### src/rtl/gray_conv_ctrl_if.sv
// Handshake and counter-control bundle for the gray-code conversion sequencer.
// master is the sequencer's view; slave is the front end / counter / consumer view.
interface gray_conv_ctrl_if #(
    parameter int WIDTH = 8
);
    logic             start;
    logic             stop;
    logic [WIDTH-1:0] gray_in;
    logic             cnt_clr;
    logic             cnt_en;
    logic             busy;
    logic [WIDTH-1:0] dout;
    logic             dout_valid;
    logic             dout_ready;
    logic             overflow;

    modport master (
        input  start,
        input  stop,
        input  gray_in,
        input  dout_ready,
        output cnt_clr,
        output cnt_en,
        output busy,
        output dout,
        output dout_valid,
        output overflow
    );

    modport slave (
        output start,
        output stop,
        output gray_in,
        output dout_ready,
        input  cnt_clr,
        input  cnt_en,
        input  busy,
        input  dout,
        input  dout_valid,
        input  overflow
    );
endinterface

### src/rtl/gray_conv_ctrl.sv
// Conversion sequencer for an external gray counter: clear, run until stop or
// terminal count, freeze, convert the frozen gray value and hand it out.
module gray_conv_ctrl #(
    parameter int WIDTH = 8  // minimum 2
) (
    input  logic              clk,
    input  logic              reset,
    gray_conv_ctrl_if.master  io_bus
);

    typedef enum logic [2:0] {
        ST_IDLE    = 3'd0,
        ST_CLEAR   = 3'd1,
        ST_RUN     = 3'd2,
        ST_CAPTURE = 3'd3,
        ST_HOLD    = 3'd4
    } state_t;

    localparam logic [WIDTH-1:0] TERM_GRAY = {1'b1, {(WIDTH-1){1'b0}}};

    function automatic logic [WIDTH-1:0] gray2bin(input logic [WIDTH-1:0] g);
        logic [WIDTH-1:0] b;
        b[WIDTH-1] = g[WIDTH-1];
        for (int i = WIDTH - 2; i >= 0; i--) begin
            b[i] = b[i+1] ^ g[i];
        end
        return b;
    endfunction

    state_t           r_state;
    state_t           w_state_nxt;
    logic             r_cnt_clr;
    logic             r_cnt_en;
    logic             r_busy;
    logic [WIDTH-1:0] r_dout;
    logic             r_dout_valid;
    logic             r_overflow;

    logic             w_cnt_clr_nxt;
    logic             w_cnt_en_nxt;
    logic             w_busy_nxt;
    logic [WIDTH-1:0] w_dout_nxt;
    logic             w_dout_valid_nxt;
    logic             w_overflow_nxt;
    logic             w_terminal;
    logic [WIDTH-1:0] w_bin;

    assign w_terminal = (io_bus.gray_in == TERM_GRAY);
    assign w_bin      = gray2bin(io_bus.gray_in);

    // State register.
    always_ff @(posedge clk or posedge reset) begin
        if (reset) begin
            r_state <= ST_IDLE;
        end else begin
            r_state <= w_state_nxt;
        end
    end

    // Next state plus next output values; outputs are decoded from the next
    // state so that every output is registered and lines up with its state.
    always_comb begin
        w_state_nxt    = r_state;
        w_overflow_nxt = r_overflow;
        w_dout_nxt     = r_dout;
        case (r_state)
            ST_IDLE: begin
                if (io_bus.start) begin
                    w_state_nxt    = ST_CLEAR;
                    w_overflow_nxt = 1'b0;
                end else begin
                    w_state_nxt    = ST_IDLE;
                end
            end
            ST_CLEAR: begin
                w_state_nxt = ST_RUN;
            end
            ST_RUN: begin
                // stop has priority over a simultaneous terminal count
                if (io_bus.stop) begin
                    w_state_nxt    = ST_CAPTURE;
                    w_overflow_nxt = 1'b0;
                end else if (w_terminal) begin
                    w_state_nxt    = ST_CAPTURE;
                    w_overflow_nxt = 1'b1;
                end else begin
                    w_state_nxt    = ST_RUN;
                end
            end
            ST_CAPTURE: begin
                w_dout_nxt  = w_bin;
                w_state_nxt = ST_HOLD;
            end
            ST_HOLD: begin
                if (io_bus.dout_ready) begin
                    w_state_nxt = ST_IDLE;
                end else begin
                    w_state_nxt = ST_HOLD;
                end
            end
            default: begin
                w_state_nxt    = ST_IDLE;
                w_overflow_nxt = 1'b0;
            end
        endcase

        w_cnt_clr_nxt    = (w_state_nxt == ST_CLEAR);
        w_cnt_en_nxt     = (w_state_nxt == ST_RUN);
        w_busy_nxt       = (w_state_nxt != ST_IDLE);
        w_dout_valid_nxt = (w_state_nxt == ST_HOLD);
    end

    // Output registers.
    always_ff @(posedge clk or posedge reset) begin
        if (reset) begin
            r_cnt_clr    <= 1'b0;
            r_cnt_en     <= 1'b0;
            r_busy       <= 1'b0;
            r_dout       <= {WIDTH{1'b0}};
            r_dout_valid <= 1'b0;
            r_overflow   <= 1'b0;
        end else begin
            r_cnt_clr    <= w_cnt_clr_nxt;
            r_cnt_en     <= w_cnt_en_nxt;
            r_busy       <= w_busy_nxt;
            r_dout       <= w_dout_nxt;
            r_dout_valid <= w_dout_valid_nxt;
            r_overflow   <= w_overflow_nxt;
        end
    end

    assign io_bus.cnt_clr    = r_cnt_clr;
    assign io_bus.cnt_en     = r_cnt_en;
    assign io_bus.busy       = r_busy;
    assign io_bus.dout       = r_dout;
    assign io_bus.dout_valid = r_dout_valid;
    assign io_bus.overflow   = r_overflow;

endmodule

### src/flat_wrapper.sv
// flat-port wrapper written by rule: the top's interface ports become plain ports
module gray_conv_ctrl_flat 
#(
    parameter int WIDTH = 8              
)
  (clk, reset, io_bus_start, io_bus_stop, io_bus_gray_in, io_bus_dout_ready, io_bus_cnt_clr, io_bus_cnt_en, io_bus_busy, io_bus_dout, io_bus_dout_valid, io_bus_overflow);
  gray_conv_ctrl_if #(.WIDTH(WIDTH)) io_bus_i ();
  input  logic clk;
  input  logic reset;
  input wire logic [$bits(io_bus_i.start)-1:0] io_bus_start;
  input wire logic [$bits(io_bus_i.stop)-1:0] io_bus_stop;
  input wire logic [$bits(io_bus_i.gray_in)-1:0] io_bus_gray_in;
  input wire logic [$bits(io_bus_i.dout_ready)-1:0] io_bus_dout_ready;
  output wire logic [$bits(io_bus_i.cnt_clr)-1:0] io_bus_cnt_clr;
  output wire logic [$bits(io_bus_i.cnt_en)-1:0] io_bus_cnt_en;
  output wire logic [$bits(io_bus_i.busy)-1:0] io_bus_busy;
  output wire logic [$bits(io_bus_i.dout)-1:0] io_bus_dout;
  output wire logic [$bits(io_bus_i.dout_valid)-1:0] io_bus_dout_valid;
  output wire logic [$bits(io_bus_i.overflow)-1:0] io_bus_overflow;
  assign io_bus_i.start = io_bus_start;
  assign io_bus_i.stop = io_bus_stop;
  assign io_bus_i.gray_in = io_bus_gray_in;
  assign io_bus_i.dout_ready = io_bus_dout_ready;
  assign io_bus_cnt_clr = io_bus_i.cnt_clr;
  assign io_bus_cnt_en = io_bus_i.cnt_en;
  assign io_bus_busy = io_bus_i.busy;
  assign io_bus_dout = io_bus_i.dout;
  assign io_bus_dout_valid = io_bus_i.dout_valid;
  assign io_bus_overflow = io_bus_i.overflow;
  gray_conv_ctrl #(.WIDTH(WIDTH)) u_core (.clk(clk), .reset(reset), .io_bus(io_bus_i));
endmodule
### config.mk
export PLATFORM = sky130hd
export DESIGN_NAME = gray_conv_ctrl_flat
export DESIGN_NICKNAME = d
export VERILOG_FILES = /design/src/rtl/gray_conv_ctrl_if.sv /design/src/rtl/gray_conv_ctrl.sv /design/src/flat_wrapper.sv
export SDC_FILE = /design/constraint.sdc
export NUM_CORES = 1
export LEC_CHECK = 0
export BUFFER_PORTS_ARGS = -buffer_cell sky130_fd_sc_hd__clkbuf_2
export CAP_MARGIN = 30
export CORE_ASPECT_RATIO = 1.2
export CORE_MARGIN = 2
export CORE_UTILIZATION = 28
export CTS_BUF_LIST = sky130_fd_sc_hd__clkbuf_4
export DETAILED_ROUTE_END_ITERATION = 10
export PLACE_DENSITY_LB_ADDON = 0.12
export SLEW_MARGIN = 20
export SYNTH_ARGS = -nofsm -noshare
export SYNTH_HDL_FRONTEND = slang
export SYNTH_SLANG_ARGS = --single-unit
export TNS_END_PERCENT = 30
### constraint.sdc
create_clock -name clk -period 2 [get_ports clk]
set_input_delay 0.1 -clock clk [delete_from_list [all_inputs] [get_ports clk]]
set_output_delay 0.1 -clock clk [all_outputs]
set_load 0.02 [all_outputs]
---- Word level (Yosys, flattened, before mapping) ----
Index checks and enable logic that the tools add are counted.
Widths: inputs -> output; s select.
word-level totals
  logic and storage cells ................. 38
  input bits .............................. 13
  register bits ........................... 16
cells by class
  eq/ne operators ......................... 10
  mux-type cells .......................... 9
  reduce and logical (&&, ||, !) cells .... 4
  bitwise operators ....................... 8
operators by type and width
  operator            number
  $pmux 3 s5          1
  $eq 3x2->1 const B  3
  $eq 8x8->1 const B  1
  $xor 1x1->1         7
  $eq 3x1->1 const B  2
  $eq 3x3->1 const B  2
  $mux 3              2
  $mux 1              5
  $logic_not 3->1     1
  $ne 3x2->1 const B  1
  $pmux 1 s3          1
  $reduce_and 3->1    1
  $reduce_bool 3->1   1
  $reduce_or 3->1     1
  $ne 2x2->1 const B  1
  $not 1->1           1

---- Logic depth before layout (Yosys ltp) ----
  depth after elaboration ................. 7
  mapped depth ............................ 5
  gate-level depth less buffers ........... 5

---- Least setup slack after synthesis ----
OpenSTA, ideal clock, no wires.
  path kind ............................... input -> register
  from .................................... input port io_bus_gray_in[6]
  to ...................................... register u_core.r_dout[0] (netlist: u_core.io_bus.dout[0])
  arrival time ............................ 1.334 ns
  stages .................................. 5
  slack ................................... 0.541 ns
  path buffers ............................ 0
  data required time ...................... 1.875 ns
  library setup time ...................... 0.125 ns
  path through ............................ inv_1 > ha_1 > xnor3_2 > xnor3_1 > mux2_2
between the ends
  word-level cells in the longest chain between the ends .. 7
RTL lines
  what                       RTL line               text
  from (decl)                flat_wrapper.sv:12     input wire logic [$bits(io_bus_i.gray_in)-1:0] io_bus_gray_in;
  $xor 1x1->1 (7 in series)  gray_conv_ctrl.sv:25   b[i] = b[i+1] ^ g[i];
  to (signal assigned)       gray_conv_ctrl.sv:119  r_dout <= {WIDTH{1'b0}};
  to (signal assigned)       gray_conv_ctrl.sv:126  r_dout <= w_dout_nxt;
  to (decl)                  gray_conv_ctrl.sv:35   logic [WIDTH-1:0] r_dout;
Every way passes these cells.
A chain may end at the register's enable or synchronous reset.

---- Final worst setup path ----
  from .................................... register u_core.r_state[2]
  to ...................................... register u_core.r_dout[0] (netlist: u_core.io_bus.dout[0])
between the ends
  word-level cells in the longest chain between the ends .. 1
RTL lines
  what                    RTL line              text
  from (decl)             gray_conv_ctrl.sv:30  state_t r_state;
  from (signal assigned)  gray_conv_ctrl.sv:56  r_state <= w_state_nxt;
  $eq 3x2->1              gray_conv_ctrl.sv:66  case (r_state)
Every way passes these cells.

==> flow_summary_export.csv <==
group,metric,value,unit
floorplanning,start_util,29.2,%
flow_run,cap_violations,0,
power_and_ir_drop,p_leak,0.519,nW
critical_path,cp-start-kind,"register",
logic_synthesis,ys_warn_count,0,
sta,tightest_slew,0.622,ns
placed_design,pre_cts_slack,0.373,ns
clock_tree,clock_path_buffers,2,
logic_synthesis,synth.ff_latch_count,16,
critical_path,critPathTopFamily,"simple AND/OR/NAND/NOR gates",
placed_design,io_buffers,25,
final_layout,drive_gt1_share,41.3,%
worst_hold_path,hold_class,"input pin to register",
sta,max_freq,0.671,GHz
sta,slew_viol_final,0,
clock_tree,post_cts_resize_count,0,
routing,routed_via_density,4.39,
sta,relSlewSlack,58.5,%
routing,wl_per_cell,11.8,µm
floorplanning,io_pins,26,
critical_path,critPathMaxFanout,15,
critical_path,cpMaxStageDelayCell,"nand3b_1",
logic_synthesis,syn_avg_cell_area,12.7,µm²
critical_path,required,2.17,ns
clock_tree,cts_root_buf,"clkbuf_4",
final_layout,final_util,36.3,%
routing,drc,0,
global_route,grt_usage,9.85,%
global_route,grt_overflow,0,
critical_path,timing.rr.start,"u_core.r_state[2]$_DFF_PP0_",
routing,wl,1480,µm
placed_design,dp_hpwl,1150,µm
critical_path,setup.worst_path.end_class,"register",
final_layout,area_growth,24.1,%
clock_tree,clk_pin_slew_worst_paths,0.10,ns
global_route,antenna_found_initial,0,
sta,period_needed,1.49,ns
status,outcome,"complete, no violations",
clock_tree,clk_latency,0.28,ns
critical_path,arrival,1.66,ns
floorplanning,core.rowCount,21,
critical_path,crit_path_start,"u_core.r_state[2]$_DFF_PP0_",
logic_synthesis,seq_area_frac_synth,49.2,%
power_and_ir_drop,ir_drop,0.000512,V
worst_hold_path,hold_path_startpoint,"io_bus_gray_in[7]",
power_and_ir_drop,power_density,1350,nW/µm²
clock_tree,h-tree-depth,1,
floorplanning,fp.dieW,53.2,µm
sta,rsz0062_at_grt,"no",
logic_synthesis,syn_inst,64,
floorplanning,dieArea,3360,µm²
clock_tree,cts_tree,"yes",
global_route,grt_first_pass_wirelength,2420,µm
final_layout,nets,107,
sta,whs,0.0594,ns
floorplanning,die_y,63.1,µm
sta,skew,0.00919,ns
clock_tree,cts_sinks,16,
global_route,grt_pass1_vias,549,
logic_synthesis,synth_fp_nets,78,
sta,setup_tns,0,ns
sta,setup_violations,0,
floorplanning,coreArea,2790,µm²
logic_synthesis,syn_area,815,µm²
routing,drtIter0Drc,6,
routing,ant_nets,0,
critical_path,cp.buffers_inverters,0,
critical_path,path_cells,"nand3b_1 > mux2_2",
global_route,grt_max_degree,17,
critical_path,critPathKind,"register to register",
routing,first_pass_iters,4,
routing,vias,553,
logic_synthesis,synth_cell_types,24,
placed_design,gp_congestion,0.691,
sta,fin_ws,0.510,ns
final_layout,antenna_cells,0,
clock_tree,numCtsBuffers,3,
critical_path,critPathMaxStageDelay,0.50,ns
sta,timing.final.crit_share,74.5,%
sta,hold_viol,0,
## state kept, by name, summed over array words and instances, names as in the netlist
register	count
u_core.io_bus.dout_valid	1
u_core.io_bus.cnt_en	1
u_core.io_bus.busy	1
u_core.io_bus.dout	8
u_core.r_state	3
u_core.io_bus.cnt_clr	1
u_core.io_bus.overflow	1
## per-layer routing
layer,GRT usage (%),up-vias,wire length (µm)
li1,-,280,-
met1,12.8,256,660
met2,15.0,15,708
met3,2.37,2,93
met4,4.81,0,19
met5,0,-,0
## worst paths after layout
path,endpoint,cells after the start,slack (ns)
min,u_core.io_bus.dout[7]$_DFFE_PP0N_,2,0.06
max in group asynchronous,u_core.io_bus.dout[0]$_DFFE_PP0N_,3,1.19
max reg2reg,u_core.io_bus.dout[0]$_DFFE_PP0N_,2,0.51
min in group asynchronous,u_core.io_bus.dout_valid$_DFF_PP0_,3,0.41
max,u_core.io_bus.dout[0]$_DFFE_PP0N_,2,0.51
min reg2reg,u_core.io_bus.dout[5]$_DFFE_PP0N_,2,0.49
## report_power, final
group	switching [mW]	total, mW	leakage (nW)	internal, mW
clock network	0.106	0.178	0.0154	0.0723
logic	0.362	0.625	0.306	0.264
registers	0.0915	0.561	0.198	0.470
total	0.559	1.36	0.519	0.806
## synth_stat cells
library cell  instances  area (µm²)
a2111oi_4             1        27.5
o32a_2                1        11.3
o21ba_2               1        10.0
nand2b_1              1        6.26
o21ai_0               6        30.0
nor3_1                2        10.0
nand2_1               7        26.3
and2_1                1        6.26
o21bai_1              1        7.51
o21a_1                1        7.51
nor2b_1               1        6.26
mux2_2                3        33.8
xor2_1                2        17.5
or3b_2                2        17.5
or4_4                 1        11.3
nand3b_1              2        15.0
xnor3_1               4        90.1
inv_1                 2        7.51
xnor2_1               2        17.5
dfrtp_1              16         400
clkbuf_1              2        7.51
nor2_1                3        11.3
xnor3_2               1        23.8
ha_1                  1        12.5
## layout by cell type (no fill, tap or decap), types with 2 or more instances in the layout
cell / count
nand3b_1: 2
nor3_1: 2
o21ai_0: 6
inv_1: 2
nor2_1: 3
xnor2_1: 2
xnor3_1: 4
mux2_2: 3
dfrtp_1: 16
xor2_1: 2
nand2_1: 7
clkbuf_4: 3
clkbuf_2: 25
or3b_2: 2
## timing repair
item,CTS,global route
hold buffers,1,0
setup buffers,0,0
endpoints found under the hold margin,16,0
## final cells by class
type / count / area, µm²
Clock buffer: 3 / 22.5
Clock inverter: 1 / 3.75
Fill cell: 307 / 1770
Inverter: 2 / 7.51
Multi-Input combinational cell: 44 / 399
Sequential cell: 16 / 400
Tap cell: 34 / 42.5
Timing Repair Buffer: 26 / 135
## metrics by stage
step / area [µm²] / power, mW / cells
after floorplan: 815 / 1.02 / 64
after global placement: 975 / 1.20 / 121
after detailed placement: 975 / 1.20 / 121
after CTS: 1010 / 1.39 / 126
after global routing: 1010 / 1.46 / 126
final: 1010 / 1.36 / 126
## logic make-up after synthesis
group	Yosys count	share of synthesized area, %
and+or+nand+nor	20	13.5
adders and majority gates	1	1.54
DFF	16	49.2
xor gates and xnor gates	9	18.3
AOI/OAI and AO/OA	11	11.5
buffers and inverters	4	1.84
muxes	3	4.15
(Power assumes the default switching activity.)
